**config.mk**
```make
export PLATFORM = sky130hd
export DESIGN_NAME = afe_spi_readback_flat
export DESIGN_NICKNAME = d
export VERILOG_FILES = /design/src/rtl/afe_spi_pkg.sv /design/src/rtl/afe_spi_readback_if.sv /design/src/rtl/afe_spi_rx_chan.sv /design/src/rtl/afe_spi_readback.sv /design/src/flat_wrapper.sv
export SDC_FILE = /design/constraint.sdc
export NUM_CORES = 1
export LEC_CHECK = 0
export BUFFER_PORTS_ARGS = -buffer_cell sky130_fd_sc_hd__buf_4
export CAP_MARGIN = 10
export CORE_MARGIN = 1.5
export CORE_UTILIZATION = 51
export CTS_CLUSTER_DIAMETER = 120
export DETAILED_ROUTE_END_ITERATION = 10
export GPL_TIMING_DRIVEN = 0
export PLACE_DENSITY = 0.8
export SKIP_LAST_GASP = 1
export SLEW_MARGIN = 20
export SYNTH_ARGS = -nofsm -noshare
export SYNTH_HDL_FRONTEND = slang
export SYNTH_SLANG_ARGS = --single-unit
export TNS_END_PERCENT = 50
```
**constraint.sdc**
```tcl
create_clock -name sysClk -period 1.89 [get_ports sysClk]
set_input_delay 0.378 -clock sysClk [delete_from_list [all_inputs] [get_ports sysClk]]
set_output_delay 0.378 -clock sysClk [all_outputs]
set_load 0.01 [all_outputs]
```
**src/rtl/afe_spi_pkg.sv**
```systemverilog
// ============================================================================
// afe_spi_pkg : shared types and constants for the AFE SPI readback snooper
// Rev 1.0
// ============================================================================
`default_nettype none

package afe_spi_pkg;

    typedef enum logic [0:0] {
        ST_IDLE  = 1'b0,
        ST_SHIFT = 1'b1
    } rx_state_t;

    // Bit counter must hold WORD_WIDTH+1 (saturation point for long frames)
    function automatic int bit_count_width(input int word_width);
        return $clog2(word_width + 2);
    endfunction

endpackage

`default_nettype wire

```
**src/rtl/afe_spi_readback_if.sv**
```systemverilog
// ============================================================================
// afe_spi_readback_if : observed AFE SPI lines plus shadow/status readback
// Rev 1.0
// ============================================================================
`default_nettype none

interface afe_spi_readback_if #(
    parameter int CHANNEL_COUNT = 2,
    parameter int WORD_WIDTH    = 8,
    parameter int COUNT_WIDTH   = 16
);
    logic [CHANNEL_COUNT-1:0]             spiClk;
    logic [CHANNEL_COUNT-1:0]             spiSdi;
    logic [CHANNEL_COUNT-1:0]             spiLe;
    logic [CHANNEL_COUNT-1:0]             errClear;
    logic [CHANNEL_COUNT*WORD_WIDTH-1:0]  rxWord;
    logic [CHANNEL_COUNT-1:0]             rxValid;
    logic [CHANNEL_COUNT-1:0]             rxErr;
    logic [CHANNEL_COUNT*COUNT_WIDTH-1:0] rxCount;

    modport master (
        output spiClk, spiSdi, spiLe, errClear,
        input  rxWord, rxValid, rxErr, rxCount
    );

    modport slave (
        input  spiClk, spiSdi, spiLe, errClear,
        output rxWord, rxValid, rxErr, rxCount
    );
endinterface

`default_nettype wire

```
**src/rtl/afe_spi_rx_chan.sv**
```systemverilog
// ============================================================================
// afe_spi_rx_chan : one passive SPI receive channel (sync, edge detect, FSM)
// Rev 1.0
// ============================================================================
`default_nettype none

module afe_spi_rx_chan
    import afe_spi_pkg::*;
#(
    parameter int WORD_WIDTH  = 8,
    parameter int SYNC_STAGES = 3,
    parameter int COUNT_WIDTH = 16
) (
    input  wire logic                   clk,
    input  wire logic                   rst_n,
    input  wire logic                   spi_clk,
    input  wire logic                   spi_sdi,
    input  wire logic                   spi_le,
    input  wire logic                   err_clear,
    output logic      [WORD_WIDTH-1:0]  rx_word,
    output logic                        rx_valid,
    output logic                        rx_err,
    output logic      [COUNT_WIDTH-1:0] rx_count
);

    localparam int              CNT_W    = bit_count_width(WORD_WIDTH);
    localparam logic [CNT_W-1:0] CNT_FULL = CNT_W'(WORD_WIDTH);
    localparam logic [CNT_W-1:0] CNT_SAT  = CNT_W'(WORD_WIDTH + 1);

    logic [SYNC_STAGES-1:0] clk_sync;
    logic [SYNC_STAGES-1:0] sdi_sync;
    logic [SYNC_STAGES-1:0] le_sync;
    logic                   clk_hist;
    logic                   le_hist;
    logic                   sclk_rise;
    logic                   le_fall;
    logic                   le_rise;
    logic                   sdi_bit;

    rx_state_t              state;
    rx_state_t              state_nxt;
    logic [WORD_WIDTH-1:0]  shreg;
    logic [WORD_WIDTH-1:0]  shreg_nxt;
    logic [CNT_W-1:0]       bit_cnt;
    logic [CNT_W-1:0]       bit_cnt_nxt;
    logic                   frame_good;
    logic                   frame_bad;
    logic [COUNT_WIDTH-1:0] frame_count;

    // Synchronizers reset low so a reset taken mid-frame (LE low) never
    // produces a spurious LE falling edge on release.
    always_ff @(posedge clk or negedge rst_n) begin
        if (!rst_n) begin
            clk_sync  <= '0;
            sdi_sync  <= '0;
            le_sync   <= '0;
            clk_hist  <= 1'b0;
            le_hist   <= 1'b0;
            sclk_rise <= 1'b0;
            le_fall   <= 1'b0;
            le_rise   <= 1'b0;
            sdi_bit   <= 1'b0;
        end else begin
            clk_sync  <= {clk_sync[SYNC_STAGES-2:0], spi_clk};
            sdi_sync  <= {sdi_sync[SYNC_STAGES-2:0], spi_sdi};
            le_sync   <= {le_sync[SYNC_STAGES-2:0], spi_le};
            clk_hist  <= clk_sync[SYNC_STAGES-1];
            le_hist   <= le_sync[SYNC_STAGES-1];
            sclk_rise <= clk_sync[SYNC_STAGES-1] & ~clk_hist;
            le_fall   <= ~le_sync[SYNC_STAGES-1] & le_hist;
            le_rise   <= le_sync[SYNC_STAGES-1] & ~le_hist;
            sdi_bit   <= sdi_sync[SYNC_STAGES-1];
        end
    end

    always_ff @(posedge clk or negedge rst_n) begin
        if (!rst_n) begin
            state   <= ST_IDLE;
            shreg   <= '0;
            bit_cnt <= '0;
        end else begin
            state   <= state_nxt;
            shreg   <= shreg_nxt;
            bit_cnt <= bit_cnt_nxt;
        end
    end

    // A coincident SCLK rise is shifted before LE rise closes the frame,
    // so the close decision looks at the updated count.
    always_comb begin
        state_nxt   = state;
        shreg_nxt   = shreg;
        bit_cnt_nxt = bit_cnt;
        frame_good  = 1'b0;
        frame_bad   = 1'b0;
        case (state)
            ST_IDLE: begin
                if (le_fall) begin
                    state_nxt   = ST_SHIFT;
                    bit_cnt_nxt = '0;
                end
            end
            ST_SHIFT: begin
                if (sclk_rise) begin
                    shreg_nxt = {shreg[WORD_WIDTH-2:0], sdi_bit};
                    if (bit_cnt != CNT_SAT) begin
                        bit_cnt_nxt = bit_cnt + CNT_W'(1);
                    end
                end
                if (le_rise) begin
                    state_nxt  = ST_IDLE;
                    frame_good = (bit_cnt_nxt == CNT_FULL);
                    frame_bad  = (bit_cnt_nxt != CNT_FULL);
                end
            end
            default: state_nxt = ST_IDLE;
        endcase
    end

    always_ff @(posedge clk or negedge rst_n) begin
        if (!rst_n) begin
            rx_word     <= '0;
            rx_valid    <= 1'b0;
            rx_err      <= 1'b0;
            frame_count <= '0;
        end else begin
            rx_valid <= frame_good;
            if (frame_good) begin
                rx_word     <= shreg_nxt;
                frame_count <= frame_count + COUNT_WIDTH'(1);
            end
            // A new error wins over a simultaneous clear
            if (frame_bad) begin
                rx_err <= 1'b1;
            end else if (err_clear) begin
                rx_err <= 1'b0;
            end
        end
    end

    assign rx_count = frame_count;

endmodule

`default_nettype wire

```
**src/rtl/afe_spi_readback.sv**
```systemverilog
// ============================================================================
// afe_spi_readback : per-AFE snooping SPI receivers with shadow readback
// Rev 1.0
// ============================================================================
`default_nettype none

module afe_spi_readback
    import afe_spi_pkg::*;
#(
    parameter int CHANNEL_COUNT = 2,
    parameter int WORD_WIDTH    = 8,
    parameter int SYNC_STAGES   = 3,
    parameter int COUNT_WIDTH   = 16
) (
    input wire logic          sysClk,
    input wire logic          sysReset_n,
    afe_spi_readback_if.slave bus
);

    for (genvar ch = 0; ch < CHANNEL_COUNT; ch++) begin : g_chan
        afe_spi_rx_chan #(
            .WORD_WIDTH  (WORD_WIDTH),
            .SYNC_STAGES (SYNC_STAGES),
            .COUNT_WIDTH (COUNT_WIDTH)
        ) u_chan (
            .clk       (sysClk),
            .rst_n     (sysReset_n),
            .spi_clk   (bus.spiClk[ch]),
            .spi_sdi   (bus.spiSdi[ch]),
            .spi_le    (bus.spiLe[ch]),
            .err_clear (bus.errClear[ch]),
            .rx_word   (bus.rxWord[ch*WORD_WIDTH +: WORD_WIDTH]),
            .rx_valid  (bus.rxValid[ch]),
            .rx_err    (bus.rxErr[ch]),
            .rx_count  (bus.rxCount[ch*COUNT_WIDTH +: COUNT_WIDTH])
        );
    end

endmodule

`default_nettype wire

```
**src/flat_wrapper.sv**
```systemverilog
// flat-port wrapper written by rule: the top's interface ports become plain ports
module afe_spi_readback_flat import afe_spi_pkg::*;
#(
    parameter int CHANNEL_COUNT = 2,
    parameter int WORD_WIDTH    = 8,
    parameter int SYNC_STAGES   = 3,
    parameter int COUNT_WIDTH   = 16
)
  (sysClk, sysReset_n, bus_spiClk, bus_spiSdi, bus_spiLe, bus_errClear, bus_rxWord, bus_rxValid, bus_rxErr, bus_rxCount);
  afe_spi_readback_if #(.CHANNEL_COUNT(CHANNEL_COUNT), .WORD_WIDTH(WORD_WIDTH), .COUNT_WIDTH(COUNT_WIDTH)) bus_i ();
  input wire logic sysClk;
  input wire logic sysReset_n;
  input wire logic [$bits(bus_i.spiClk)-1:0] bus_spiClk;
  input wire logic [$bits(bus_i.spiSdi)-1:0] bus_spiSdi;
  input wire logic [$bits(bus_i.spiLe)-1:0] bus_spiLe;
  input wire logic [$bits(bus_i.errClear)-1:0] bus_errClear;
  output wire logic [$bits(bus_i.rxWord)-1:0] bus_rxWord;
  output wire logic [$bits(bus_i.rxValid)-1:0] bus_rxValid;
  output wire logic [$bits(bus_i.rxErr)-1:0] bus_rxErr;
  output wire logic [$bits(bus_i.rxCount)-1:0] bus_rxCount;
  assign bus_i.spiClk = bus_spiClk;
  assign bus_i.spiSdi = bus_spiSdi;
  assign bus_i.spiLe = bus_spiLe;
  assign bus_i.errClear = bus_errClear;
  assign bus_rxWord = bus_i.rxWord;
  assign bus_rxValid = bus_i.rxValid;
  assign bus_rxErr = bus_i.rxErr;
  assign bus_rxCount = bus_i.rxCount;
  afe_spi_readback #(.CHANNEL_COUNT(CHANNEL_COUNT), .WORD_WIDTH(WORD_WIDTH), .SYNC_STAGES(SYNC_STAGES), .COUNT_WIDTH(COUNT_WIDTH)) u_core (.sysClk(sysClk), .sysReset_n(sysReset_n), .bus(bus_i));
endmodule
```
; ---- Word level (Yosys, flattened, before mapping)
; Index checks and enable logic that the tools add are counted.
[op_classes]
add_sub_neg = 4
multipliers = 0
div = 0
order_cmp = 0
eq_ne = 8
shift = 0
n_mux = 32
bitwise = 14
reduce_logical = 2
[ops]
columns = cell, count
row1 = "adder 16 x 1 -> 16 bit, second input constant", 2
row2 = 2-to-1 mux 4 bit, 8
row3 = 2-to-1 mux 8 bit, 4
row4 = 2-to-1 mux 1 bit, 16
row5 = "inequality test 4 bit, second input constant", 4
row6 = case mux 4 bit (2 select lines), 2
row7 = "adder 4 x 1 -> 4 bit, second input constant", 2
row8 = "== test 4 bit, second input constant", 2
row9 = inverter 1 bit, 8
row10 = AND 1 bit, 6
row11 = "inequality test 2 bit, second input constant", 2
row12 = case mux 1 bit (2 select lines), 2
row13 = nonzero test 2 bit, 2
[totals]
regBits = 108
latch_bits = 0
ramBits = 0
romBits = 0
in_bits = 10
out_inout_bits = 52
wordCells = 92
n_memories = 0

; ---- Depth between registers and ports, before layout
[logic_depth]
ltp_word = 8
mapped_depth = 8
ltp_nobuf = 7

; ---- Cells and area by module
; Synthesis repeated with hierarchy kept, for this count alone.
[hier_totals]
hier_cells = 346
hier_area_um2 = 4371.7
[modules_own_cells]
columns = mod, n_inst, cells_per_inst, area_each_um2, seq_area_each_um2
row1 = afe_spi_rx_chan, 2, 173, 2185.8, 1351.3

; ---- Least setup slack after synthesis
; No wires, ideal clock.
[synth_path]
kind = reg2reg
from = register u_core.g_chan[1].u_chan.bit_cnt[0]
to = register u_core.g_chan[1].u_chan.rx_word[0]
setup_ns = 0.127
t_arrival_ns = 1.909
t_required_ns = 1.763
slack_ns = -0.147
stages_incl_launch_ff = 8
n_path_buf = 1
period_less_slack_ns = 2.037
cell_sequence = dfrtp_1 > ha_1 > nand2_1 > or3b_1 > o2111a_2 > nand2_1 > buf_6 > mux2_1
[synth_via]
elab_chain_cells = 7
word_cells_on_any_way = 8
classes_between = add/sub: 1 / eq/ne: 2 / mux: 5
[synth_rtl]
columns = item, line_no
row1 = start: declaration, afe_spi_rx_chan.sv:44  ; logic [CNT_W-1:0] bit_cnt;
row2 = start signal: assignment, afe_spi_rx_chan.sv:84  ; bit_cnt <= bit_cnt_nxt;
row3 = adder 4 x 1 -> 4 bit / inequality test 4 bit (equally long branches), "afe_spi_rx_chan.sv:107, afe_spi_rx_chan.sv:106"
row4 = 2-to-1 mux 4 bit, afe_spi_rx_chan.sv:106  ; if (bit_cnt != CNT_SAT) begin
row5 = 2-to-1 mux 4 bit (*), afe_spi_rx_chan.sv:104  ; if (sclk_rise) begin
row6 = 2-to-1 mux 4 bit (*), afe_spi_rx_chan.sv:96  ; case (state)
row7 = == test 4 bit (*), afe_spi_rx_chan.sv:112  ; frame_good = (bit_cnt_nxt == CNT_FULL);
row8 = 2-to-1 mux 1 bit (*), afe_spi_rx_chan.sv:110  ; if (le_rise) begin
row9 = 2-to-1 mux 1 bit (*), afe_spi_rx_chan.sv:96
row10 = end signal: assignment, afe_spi_rx_chan.sv:129  ; rx_word <= shreg_nxt;
row11 = end: declaration, afe_spi_rx_chan.sv:20  ; output logic [WORD_WIDTH-1:0] rx_word,
; Mark *: on every way between the ends. The rest lies on a longest branch, timed or not. The select of a mux whose other input is x is not followed.
; A chain may end at the register's enable or synchronous reset.

; ---- Worst setup path after layout
[layout_path]
from = register u_core.g_chan[0].u_chan.bit_cnt[1]
to = register u_core.g_chan[0].u_chan.rx_word[3]
[layout_via]
elab_chain_cells = 7
word_cells_on_any_way = 8
classes_between = add/sub: 1 / eq/ne: 2 / mux: 5
[layout_rtl]
columns = item, line_no
row1 = start: declaration, afe_spi_rx_chan.sv:44
row2 = start signal: assignment, afe_spi_rx_chan.sv:84
row3 = adder 4 x 1 -> 4 bit / inequality test 4 bit (equally long branches), "afe_spi_rx_chan.sv:107, afe_spi_rx_chan.sv:106"
row4 = 2-to-1 mux 4 bit, afe_spi_rx_chan.sv:106
row5 = 2-to-1 mux 4 bit (*), afe_spi_rx_chan.sv:104
row6 = 2-to-1 mux 4 bit (*), afe_spi_rx_chan.sv:96
row7 = == test 4 bit (*), afe_spi_rx_chan.sv:112
row8 = 2-to-1 mux 1 bit (*), afe_spi_rx_chan.sv:110
row9 = 2-to-1 mux 1 bit (*), afe_spi_rx_chan.sv:96
row10 = end signal: assignment, afe_spi_rx_chan.sv:129
row11 = end: declaration, afe_spi_rx_chan.sv:20
; Marks and branches as above.

==> flow_summary.ini <==
[status]
status = finished with violations
violations = negative setup slack

[drt]
wire_per_inst_um = 15.23
via_per_inst = 5.355
drtIter0Drc = 123
firstDrtPassIters = 4
drc = 0
drtAntennaViolNets = 0
routed-via-count = 2865
wl_um = 8150

[sta]
max_freq_mhz = 484.2
max-slew-margin-rel_pct = 37.38
finalHoldViolations = 0
setup_ws_ps = -175.3
drv_slew = 0
setup_violations = 43
rsz0062_at_grt = true
tightest_slew_ps = 939.2
fin_crit_ps = 2065
fin_skew_ps = 9.519
fin_crit_sh_pct = 109.3

[power_and_ir_drop]
p_comb_share_pct = 20.9
switching_share_pct = 27.92
p_clk_share_pct = 26.3
power.share.sequential_pct = 52.8
pwr_density_cell_nw_per_um2 = 946.7
internal_power_uw = 3779
p_sw_uw = 1463
leakage_uw = 0.002738
peakVddDrop_v = 0.0005576

[setup_path]
cp.required_ps = 2130
arrival_ps = 2300
critPathLaunch = u_core.g_chan[0].u_chan.bit_cnt[1]
startpoint_type = flop
r2r-end = u_core.g_chan[0].u_chan.rx_word[3]
critPathCapture = u_core.g_chan[0].u_chan.rx_word[3]
cp-end-kind = flop
path_max_fanout = 5
ff2ff_path_depth = 8
path_class = reg2reg
rrSetupSlack_ps = -180
rr_startpoint = u_core.g_chan[0].u_chan.bit_cnt[1]

[global_route]
antenna_found_initial = 0
grt-ovfl-total = 0
first_global_vias = 2777
grt_usage_pct = 18.95
grt_pass1_wl_um = 13150
grt_max_degree = 109

[yosys]
ys_warn_count = 0
synth-compound-area-share_pct = 3.928
synth-seq-cells = 108
ys_seq_area_share_pct = 61.93
synth.net_count = 349
avgSynthCellArea_sq_um = 13.11
muxShareOfSynthArea_pct = 8.773
synthAdderAreaFrac_pct = 1.720
syn-cell-area_sq_um = 4364
synthArstFlopShare_pct = 100.0
synthSimpleGateAreaFrac_pct = 14.33
synthCells = 333
yosys.cell_types.count = 41
ys.flop_type = dfrtp_1
synth_top_family_by_area = simple AND/OR/NAND/NOR gates
synth-xor-area-share_pct = 6.995
synth_edf_count = 0

[clock_tree]
h-tree-depth = 3
clk_path_buf_depth = 2
root_buffer = clkbuf_8
clock_latency_ps = 350
clkTransAtPathRegs_ps = 100
cts_sinks = 108
cts_tree = built
numCtsBuffers = 9

[die]
coreArea_sq_um = 8258
die_y_um = 95.51
rows = 33
dieArea_sq_um = 9121
die_x_um = 95.51
pin_count = 62
initial_utilization_pct = 52.85

[layout]
nets = 442
layout_commonest_cell = dfrtp_1
multiInputGateArea_sq_um = 1728
area_growth_pct = 26.89
fin_area_sq_um = 5538
seq_area_sq_um = 2705
drive_gt1_share_pct = 39.53
fillers = 602
final_cell_mix = 106 x dfrtp_1, 81 x buf_4, 25 x xnor2_1
insertedDiodeCount = 0

[place]
placedInstanceArea_sq_um = 4979
place.gp.congestion = 0.7962
io_buffers = 61
dp_slack_ps = -297.2
hpwl_um = 5033

[flow_run]
drv_cap = 0

[hold_path]
hold_path_startpoint = bus_spiLe[0]
worstHoldPathType = in2reg
-- Yosys cell counts (5+ instances only) --
cell type	instances	area share (%)
nand2_1	24	2.1
xor2_1	6	1.2
and3_1	13	1.9
nand2b_1	5	0.72
nor2_1	6	0.52
inv_1	6	0.52
mux2_2	16	4.1
nor3_1	6	0.69
nand3_1	9	1.0
dfrtp_1	108	62
nand4_1	17	2.4
ha_1	6	1.7
o21ai_0	10	1.1
and2_1	5	0.72
xnor2_1	27	5.4
mux2_1	18	4.6
nor2b_1	6	0.86
-- timing repair --
item / in CTS / in global routing
hold buffers: 0 / 0
gates cloned: 2 / 0
setup buffers: 18 / 2
pin swaps: 9 / 6
setup endpoints to repair: 40 / 48
gates resized for setup: 31 / 17
-- critical path, stage by stage (launching register included) --
cell and delay (ps):
dfrtp_1 400, inv_2 70, ha_4 160, and3b_1 200, nor3_2 250, o2111a_2 310
nand2_2 110, buf_6 160, mux2_4 300
-- how the worst min path moves through the flow --
stage / to / depth (start not counted) / slack (ps)
2_1_floorplan: u_core.g_chan[0].u_chan.bit_cnt[0] / 0 / 80
3_3_place_gp: u_core.g_chan[1].u_chan.sdi_sync[1] / 0 / 330
3_5_place_dp: u_core.g_chan[0].u_chan.clk_sync[1] / 0 / 330
4_1_cts: u_core.g_chan[0].u_chan.le_sync[0] / 1 / 100
5_1_grt: u_core.g_chan[1].u_chan.clk_sync[0] / 1 / 100
6_report: u_core.g_chan[0].u_chan.le_sync[0] / 1 / 120
-- cell type report --
type | instances | share of cell area [%]
clock inverters | 6 | 1.333
clock buffers | 9 | 2.237
flip-flops and latches | 108 | 48.85
multi-input cells | 205 | 31.20
plain buffers | 11 | 1.514
inverters | 8 | 0.5423
repair buffers | 83 | 11.95
well taps | 105 | 2.372
-- per-layer routing --
layer,GRT usage (%),part of all wire (%)
met3,3.668,4.8
met2,29.55,49
met1,26.16,45
met4,7.598,1.6
met5,0,0
-- through the flow --
step	hold slack [ps]	util (%)	TNS, ps	total power (uW)	std cells
2_1_floorplan	82.41	-	-1219	3340	333
3_3_place_gp	331.5	60.24	-4450	3535	499
3_5_place_dp	334.7	60.29	-6767	3601	499
4_1_cts	101.1	66.20	-2212	5200	534
5_1_grt	95.41	67.06	-6697	5524	535
6_report	123.9	67.06	-3577	5242	535
-- cell families (layout without fill, tap and decap cells) --
family / count (synthesis) / after routing
xor+xnor: 34 / 34
flops: 108 / 108
compound gates: 22 / 22
mux: 34 / 34
fa+ha+maj: 6 / 6
simple gates: 109 / 109
buf+inv: 20 / 117
-- power by group through the flow --
stage	combinational [uW]	clock [uW]	sequential (uW)
floorplan	552	0	2790
global placement	718	0	2820
detailed placement	768	0	2830
CTS	1020	1430	2750
global route	1190	1520	2810
finish	1100	1380	2770
-- flip-flops by register name, summed over array words and instances (netlist names), 6 cells and up --
name / count
u_core.g_chan.u_chan.le_sync: 6
u_core.g_chan.u_chan.rx_word: 16
u_core.g_chan.u_chan.bit_cnt: 8
u_core.g_chan.u_chan.shreg: 16
u_core.g_chan.u_chan.sdi_sync: 6
u_core.g_chan.u_chan.clk_sync: 6
u_core.g_chan.u_chan.rx_count: 32
No activity file was read; power rests on OpenSTA's default activity.
